### src/rtl/spi_pkg.sv
// spi_pkg: shared state encoding and round-robin helper for the SPI master arbiter
package spi_pkg;
   localparam int MAX_REQ = 32;

   typedef enum logic [2:0] {IDLE, ARB, SETUP, START, WAIT, HOLD, GAP} state_t;

   // Scans downward so the requester closest after last ends up as the pick
   function automatic logic [MAX_REQ-1:0] rr_pick(input logic [MAX_REQ-1:0] req, input int n, input int last);
      logic [MAX_REQ-1:0] sh;
      rr_pick = '0;
      for (int i = MAX_REQ; i > 0; i--)
         if (i <= n) begin
            sh = req >> ((last + i) % n);
            if (sh[0]) rr_pick = MAX_REQ'(1) << ((last + i) % n);
         end
   endfunction
endpackage

### src/rtl/spi_rr_picker.sv
// spi_rr_picker: one-hot round-robin pick starting just after the last owner
module spi_rr_picker
   import spi_pkg::*;
#(
   parameter int NUM_REQ = 4
)(
   input  logic [NUM_REQ-1:0]         req,
   input  logic [$clog2(NUM_REQ)-1:0] last_owner,
   output logic [NUM_REQ-1:0]         pick,
   output logic                       valid
);
   assign pick  = NUM_REQ'(rr_pick(MAX_REQ'(req), NUM_REQ, int'(last_owner)));
   assign valid = |req;
endmodule

### src/rtl/spi_master_arbiter.sv
// spi_master_arbiter: round-robin sharing of one SPI byte master among NUM_REQ burst requesters
module spi_master_arbiter
   import spi_pkg::*;
#(
   parameter int NUM_REQ   = 4,
   parameter int LEN_W     = 4,
   parameter int SETUP_CYC = 2,
   parameter int GAP_CYC   = 2
)(
   input  logic                     i_clk,
   input  logic                     i_reset,
   input  logic [NUM_REQ-1:0]       i_req,
   input  logic [NUM_REQ*LEN_W-1:0] i_len,
   input  logic [NUM_REQ*8-1:0]     i_tx_data,
   output logic [NUM_REQ-1:0]       o_grant,
   output logic [NUM_REQ-1:0]       o_tx_ack,
   output logic [7:0]               o_rx_data,
   output logic [NUM_REQ-1:0]       o_rx_valid,
   output logic [NUM_REQ-1:0]       o_burst_done,
   output logic                     o_m_start,
   output logic [7:0]               o_m_tx_byte,
   input  logic                     i_m_done,
   input  logic [7:0]               i_m_rx_byte,
   output logic [NUM_REQ-1:0]       o_ss_n
);
   localparam int OW = $clog2(NUM_REQ);
   localparam int TW = $clog2((SETUP_CYC > GAP_CYC ? SETUP_CYC : GAP_CYC) + 1);

   state_t             state, nxt;
   logic [OW-1:0]      owner, pick_idx;
   logic [LEN_W-1:0]   cnt;
   logic [TW-1:0]      tmr;
   logic [NUM_REQ-1:0] pick, own_oh;
   logic               valid, busy, rx_v, tmr_end;

   spi_rr_picker #(.NUM_REQ(NUM_REQ)) u_picker (
      .req(i_req),
      .last_owner(owner),
      .pick(pick),
      .valid(valid)
   );

   always_comb begin
      pick_idx = '0;
      for (int i = 0; i < NUM_REQ; i++) if (pick[i]) pick_idx = OW'(i);
   end

   assign tmr_end = tmr == TW'((state == SETUP ? SETUP_CYC : GAP_CYC) - 1);

   always_comb begin
      nxt = state;
      unique case (state)
         IDLE:    nxt = |i_req ? ARB : IDLE;
         ARB:     nxt = valid ? SETUP : IDLE;
         SETUP:   nxt = tmr_end ? START : SETUP;
         START:   nxt = WAIT;
         WAIT:    nxt = !i_m_done ? WAIT : cnt == '0 ? HOLD : START;
         HOLD:    nxt = GAP;
         GAP:     nxt = !tmr_end ? GAP : |i_req ? ARB : IDLE;
         default: nxt = IDLE;
      endcase
   end

   always_ff @(posedge i_clk or negedge i_reset)
      if (!i_reset) begin
         state     <= IDLE;
         owner     <= OW'(NUM_REQ - 1);
         cnt       <= '0;
         tmr       <= '0;
         rx_v      <= 1'b0;
         o_rx_data <= '0;
      end else begin
         state <= nxt;
         tmr   <= (nxt == state && (state == SETUP || state == GAP)) ? tmr + 1'b1 : '0;
         rx_v  <= state == WAIT && i_m_done;
         if (state == WAIT && i_m_done) begin
            o_rx_data <= i_m_rx_byte;
            if (cnt != '0) cnt <= cnt - 1'b1;
         end
         if (state == ARB && valid) begin
            owner <= pick_idx;
            cnt   <= LEN_W'(i_len >> (pick_idx * LEN_W));
         end
      end

   // Outputs decode from state so reset releases SS without waiting for a clock
   always_comb begin
      own_oh       = NUM_REQ'(1) << owner;
      busy         = state inside {SETUP, START, WAIT, HOLD};
      o_grant      = state == ARB ? pick : busy ? own_oh : '0;
      o_ss_n       = busy ? ~own_oh : '1;
      o_m_start    = state == START;
      o_tx_ack     = o_m_start ? own_oh : '0;
      o_m_tx_byte  = o_m_start ? 8'(i_tx_data >> {owner, 3'b000}) : 8'h00;
      o_rx_valid   = rx_v ? own_oh : '0;
      o_burst_done = state == HOLD ? own_oh : '0;
   end
endmodule

### config.mk
export PLATFORM = sky130hd
export DESIGN_NAME = spi_master_arbiter
export DESIGN_NICKNAME = d
export VERILOG_FILES = /design/src/rtl/spi_pkg.sv /design/src/rtl/spi_rr_picker.sv /design/src/rtl/spi_master_arbiter.sv
export SDC_FILE = /design/constraint.sdc
export NUM_CORES = 1
export LEC_CHECK = 0
export CAP_MARGIN = 15
export CORE_MARGIN = 2
export CORE_UTILIZATION = 41
export CTS_BUF_LIST = sky130_fd_sc_hd__clkbuf_16
export DETAILED_ROUTE_END_ITERATION = 16
export HOLD_SLACK_MARGIN = 0.15
export PLACE_DENSITY = 0.82
export SETUP_SLACK_MARGIN = 0.1
export SLEW_MARGIN = 10
export SYNTH_ARGS = -nofsm -noshare
export SYNTH_HDL_FRONTEND = slang
export SYNTH_HIERARCHICAL = 1
export SYNTH_SLANG_ARGS = --single-unit
### constraint.sdc
create_clock -name i_clk -period 4 [get_ports i_clk]
set_clock_uncertainty 0.05 [all_clocks]
set_input_delay 0.6 -clock i_clk [delete_from_list [all_inputs] [get_ports i_clk]]
set_output_delay 0.6 -clock i_clk [all_outputs]
set_load 0.1 [all_outputs]
==> metrics.cfg, run 1 <==
[global_routing]
grt_pass1_vias=1883
grt_max_degree=28
grt.total_usage_pct=19.6
grt_pass1_wl_um=8550
antenna_found_initial=0
overflow=0

[clocking]
cts-hold-fix-buffers=0
worstSkewPairLatency_ps=250
cts_tree=done
path_clk_slew_ps=60
cts_root_buffer=clkbuf_16
cts_setup_buffers=0
cts_resized=0
cts.sinks=20
clockBufferDepth=2
htree_levels=1
cts_buffers=3

[drt]
drt_iter0_drc=107
vias=1918
ant_nets=0
drc_errors=0
vias_per_cell=5.53
drt-wirelength-per-cell_um=14.9
routed_wl_um=5170
first_pass_iters=4

[placed_design]
hpwl_um=4070
dp_slack_ps=683
port_buffers=99
gp_congestion=0.825

[synthesis]
yosysMostFrequentCell=nand2_1
synth_nets=273
synthTopCellsByArea=dfrtp_1 (23%), mux4_2 (14%), ha_1 (5.0%)
ys.flop_type=dfrtp_1
yosysWarningCount=6
netlist_area_um2=1990
yosysSeqAreaShare_pct=25.3
synthCells=202
synthArstFlopShare_pct=100
synth.top_cells.by_count=nand2_1 (19), dfrtp_1 (18), inv_1 (12), mux4_2 (12), nor2_1 (12)
synth_edf_count=0
synth.avg_cell_area_um2=9.86
yosys.cell_types.count=53
ys_ff_latch=20
yosysTopAreaCellShare_pct=22.6
synth_area_leader_cell=dfrtp_1

[worst_setup_path]
regToRegSetupSlack_ps=860
crit_required_ps=3350
end_kind=output port
worstPathArrival_ps=2900
reg2reg_depth=10
critPathKind=reg2out
r2r-end=cnt[1]$_DFFE_PN0P_
crit_start=owner[0]$_DFFE_PN1P_
crit_fanout=16
r2r_start=owner[0]$_DFFE_PN1P_
critPathCapture=o_grant[1]
crit_path_start_kind=flip-flop

[timing]
fin_ws_ps=454
finalCritPeriodShare_pct=88.6
max_slew_margin_pct=34.1
timing.final.crit_period_ps=3550
max_clock_freq_ghz=0.282
worstMarginPinSlew_ps=985
setup_viol=0
hold_viol=0
rsz0062_at_grt=false
final_max_slew_viol_count=0
tns_ps=0

[floorplanning]
core_area_um2=4690
die_h_um=73.7
die_area_um2=5430
start_util_pct=42.5
die_w_um=73.7
ios=100
rows=25

[job]
cap_violations=0

[cells_and_area]
drive_gt1_share_pct=22.9
nets=365
antenna_cells=0
layout-area-overhead-vs-synth_pct=54.0
nFillCells=399
multi_input_area_um2=1330
seqCellArea_um2=503
final_core_utilization_pct=65.4

[min_path]
hold_class=reg2reg
hold_start=tmr[0]$_DFF_PN0_
worst_hold_path.num_cells=1

[run_status]
outcome=finished, final reports clean

==> placed cells by master (no fill, tap or decap), types with 2 or more instances in the layout <==
cell type / count
nand2b_1: 7
clkbuf_16: 3
ha_1: 8
nor3_1: 4
dfstp_2: 2
a21oi_1: 8
mux2_1: 8
buf_4: 29
o22ai_1: 4
a31oi_1: 4
a22o_1: 3
mux2_2: 3
o211ai_1: 3
nand2_1: 19
mux2i_1: 5
buf_12: 4
dfrtp_1: 18
and3_1: 10
clkdlybuf4s50_1: 71
and2_1: 3
inv_1: 12
nor2_1: 12
a211oi_2: 2
a211oi_1: 6
nor2b_1: 6
mux4_2: 12
==> registers in the layout, summed over array words and instances (netlist names) <==
signal	count
state	3
tmr	2
cnt	4
o_rx_data	8
rx_v	1
owner	2
==> how the worst min path moves through the flow <==
stage,endpoint,slack [ps]
floorplan,cnt[0]$_DFFE_PN0P_,250
global placement,tmr[0]$_DFF_PN0_,370
detailed placement,tmr[0]$_DFF_PN0_,380
CTS,tmr[0]$_DFF_PN0_,390
global route,tmr[0]$_DFF_PN0_,420
finish,tmr[0]$_DFF_PN0_,380
==> layout make-up <==
| class | count | share of cell area [%] |
|---|---|---|
| multi-input cells | 152 | 43.5 |
| inverters | 13 | 1.59 |
| clock buffers | 3 | 2.45 |
| flip-flops and latches | 20 | 16.4 |
| clock inverters | 1 | 0.979 |
| well taps | 54 | 2.20 |
| repair buffers | 104 | 32.9 |
==> cells by family (layout without fill, tap and decap cells) <==
family          Yosys count  count (layout)  share of synthesized area, %
mux                      28              28                          22.3
xor+xnor                  1               1                         0.817
simple gates             73              73                          22.6
buf+inv                  30             121                          7.79
compound gates           42              42                          16.2
flops                    20              20                          25.3
fa+ha+maj                 8               8                          5.03
==> metrics by stage <==
stage | cell area (µm²) | std cells | hold WS (ps)
after floorplan | 1990 | 202 | 254
after global placement | 2960 | 343 | 370
after detailed placement | 2960 | 343 | 379
after CTS | 3070 | 347 | 386
after global routing | 3070 | 347 | 421
final | 3070 | 347 | 381
==> critical path: stages (launching register included) <==
cell and delay (ps):
dfstp_2 740, inv_1 140, ha_1 410, mux4_2 410, clkinv_1 80, a211oi_2 70, o31ai_2 250, buf_4 190
a22o_1 180, buf_12 180
==> per-layer routing <==
layer / GRT usage, % / vias up / wire length (µm)
li1: - / 929 / -
met4: 1.21 / 0 / 11
met2: 36.8 / 75 / 2700
met1: 23.9 / 912 / 2120
met5: 0 / - / 0
met3: 4.39 / 2 / 338
Power of run 1 is not shown: default switching activity piles up to over one toggle a cycle in this logic, so the estimate is an artifact.
==> run 2: changes to the inputs <==
Settings changed: HOLD_SLACK_MARGIN 0.15 to 0.1, RECOVER_POWER set to 50.
==> run 2 against run 1 <==
  * The flow now finishes with violations (max-capacitance violations, max-slew violations)
  * Worst hold slack improved by 2.2 ps
  * Cell count did not move
  * Utilization fell by 0.24 points
  * Via count rose by 0.52%
  * Sequential share of layout area rose by 0.060 points
  * First-iteration DRC count rose by 1.9%
  * Die area did not move
  * Critical path depth did not move
  * Maximum frequency barely moved
  * Largest cell class unchanged
==> metrics.cfg, run 2 (synthesized netlist as in run 1, its figures left out) <==
[cells_and_area]
mostFrequentLayoutCell=clkdlybuf4s50_1  ; unchanged
regMostFlops=o_rx_data  ; unchanged
mostFrequentLayoutCells=clkdlybuf4s50_1 (63), buf_4 (29), nand2_1 (19)  ; was clkdlybuf4s50_1 (71), buf_4 (29), nand2_1 (19)
nets=365  ; unchanged
antenna_cells=0  ; unchanged
seqCellArea_um2=503  ; unchanged
drive_gt1_share_pct=22.2  ; was 22.9%
multi_input_area_um2=1320  ; was 1330 µm²
final_core_utilization_pct=65.1  ; was 65.4%
layout-area-overhead-vs-synth_pct=53.4  ; was 54.0%
nFillCells=403  ; was 399
stdcell_count=347  ; unchanged
top_regs=o_rx_data: 8 flops, cnt: 4 flops, state: 3 flops  ; unchanged
largest_reg_flops=8  ; unchanged

[floorplanning]
start_util_pct=42.5  ; unchanged
die_h_um=73.7  ; unchanged
core_area_um2=4690  ; unchanged
ios=100  ; unchanged
die_w_um=73.7  ; unchanged
die_area_um2=5430  ; unchanged
rows=25  ; unchanged

[run_status]
outcome=finished with violations  ; was finished, final reports clean
violations=max-capacitance violations, max-slew violations

[global_routing]
grt_pass1_wl_um=8550  ; unchanged
overflow=0  ; unchanged
grt_max_degree=28  ; unchanged
grt.total_usage_pct=19.6  ; unchanged
antenna_found_initial=0  ; unchanged
grt_pass1_vias=1883  ; unchanged

[timing]
tns_ps=0  ; unchanged
max_slew_margin_pct=-8.45  ; was 34.1%
timing.final.crit_period_ps=3550  ; about the same
timing.hold.ws_ps=383  ; was 381 ps
finalCritPeriodShare_pct=88.7  ; was 88.6%
rsz0062_at_grt=false  ; unchanged
setup_viol=0  ; unchanged
worstMarginPinSlew_ps=1600  ; was 985 ps
final_max_slew_viol_count=18  ; was 0
max_clock_freq_ghz=0.282  ; about the same
hold_viol=0  ; unchanged

[worst_setup_path]
r2r_start=owner[0]$_DFFE_PN1P_  ; unchanged
cp_cell_sequence=inv_1 > ha_1 > mux4_2 > clkinv_1 > a211oi_2 > o31ai_2 > buf_4 > a22o_1 > buf_12  ; unchanged
cpPeakStageDelay_ps=730  ; was 740 ps
crit_path_start_kind=flip-flop  ; unchanged
crit_slowest_cell=dfstp_2  ; unchanged
crit_start=owner[0]$_DFFE_PN1P_  ; unchanged
crit_required_ps=3350  ; about the same
crit_fanout=16  ; unchanged
worstPathArrival_ps=2900  ; about the same
end_kind=output port  ; unchanged
crit_buf_inv=4  ; unchanged
cp_top_family=flip-flops  ; unchanged
critPathKind=reg2out  ; unchanged

[clocking]
cts.sinks=20  ; unchanged
cts_buffers=3  ; unchanged
cts_resized=0  ; unchanged
worstSkewPairLatency_ps=250  ; about the same
clockBufferDepth=2  ; unchanged
htree_levels=1  ; unchanged
cts-hold-fix-buffers=0  ; unchanged
cts_tree=done  ; unchanged
path_clk_slew_ps=60  ; about the same
cts_root_buffer=clkbuf_16  ; unchanged
cts_setup_buffers=0  ; unchanged

[drt]
routed_wl_um=5170  ; about the same
first_pass_iters=4  ; unchanged
drt-wirelength-per-cell_um=14.9  ; about the same
vias=1928  ; was 1918
drt_iter0_drc=109  ; was 107
drc_errors=0  ; unchanged
vias_per_cell=5.56  ; was 5.53
ant_nets=0  ; unchanged

[placed_design]
gp_congestion=0.825  ; unchanged
hpwl_um=4070  ; unchanged
placed_cells=343  ; unchanged
port_buffers=99  ; unchanged

[job]
cap_violations=1  ; was 0

[min_path]
hold_class=reg2reg  ; unchanged
hold_start=tmr[0]$_DFF_PN0_  ; unchanged

==> run 2: layout make-up <==
cell class                 instances  share of cell area (%)
clock buffer                       3                    2.46
clock inverter                     1                   0.983
inverter                          13                    1.60
multi-input combinational        152                    43.3
sequential                        20                    16.5
tap                               54                    2.21
timing repair buffer             104                    33.0
==> run 2: through the flow <==
stage | instance area (µm²) | worst slack [ps]
finish | 3060 | 453
CTS | 3070 | 461
detailed placement | 2960 | 683
floorplan | 1990 | 320
global placement | 2960 | 755
global route | 3060 | 336
==> run 2: worst paths after layout <==
kind / to / slack, ps / depth (start not counted)
worst min register to register: tmr[0]$_DFF_PN0_ / 380 / 1
worst max register to register: cnt[1]$_DFFE_PN0P_ / 850 / 10
worst min-delay path: tmr[0]$_DFF_PN0_ / 380 / 1
max in group asynchronous: tmr[0]$_DFF_PN0_ / 2450 / 1
worst max-delay path: o_grant[1] / 450 / 9
min in group asynchronous: cnt[3]$_DFFE_PN0P_ / 880 / 1
==> run 2: layer usage <==
layer	up-vias	GRT usage (%)	wire length, µm
li1	927	-	-
met1	921	23.9	2110
met2	78	36.8	2710
met3	2	4.39	339
met4	0	1.21	11
met5	-	0	0
Power of run 2 is left out for the same reason.
==> run 3: changes to the inputs <==
Settings changed: SLEW_MARGIN 10 to not set.
==> results of run 3 <==
Same layout as run 2: the final DEF is identical, and so are final timing and power.
Power of run 3 is left out for the same reason.
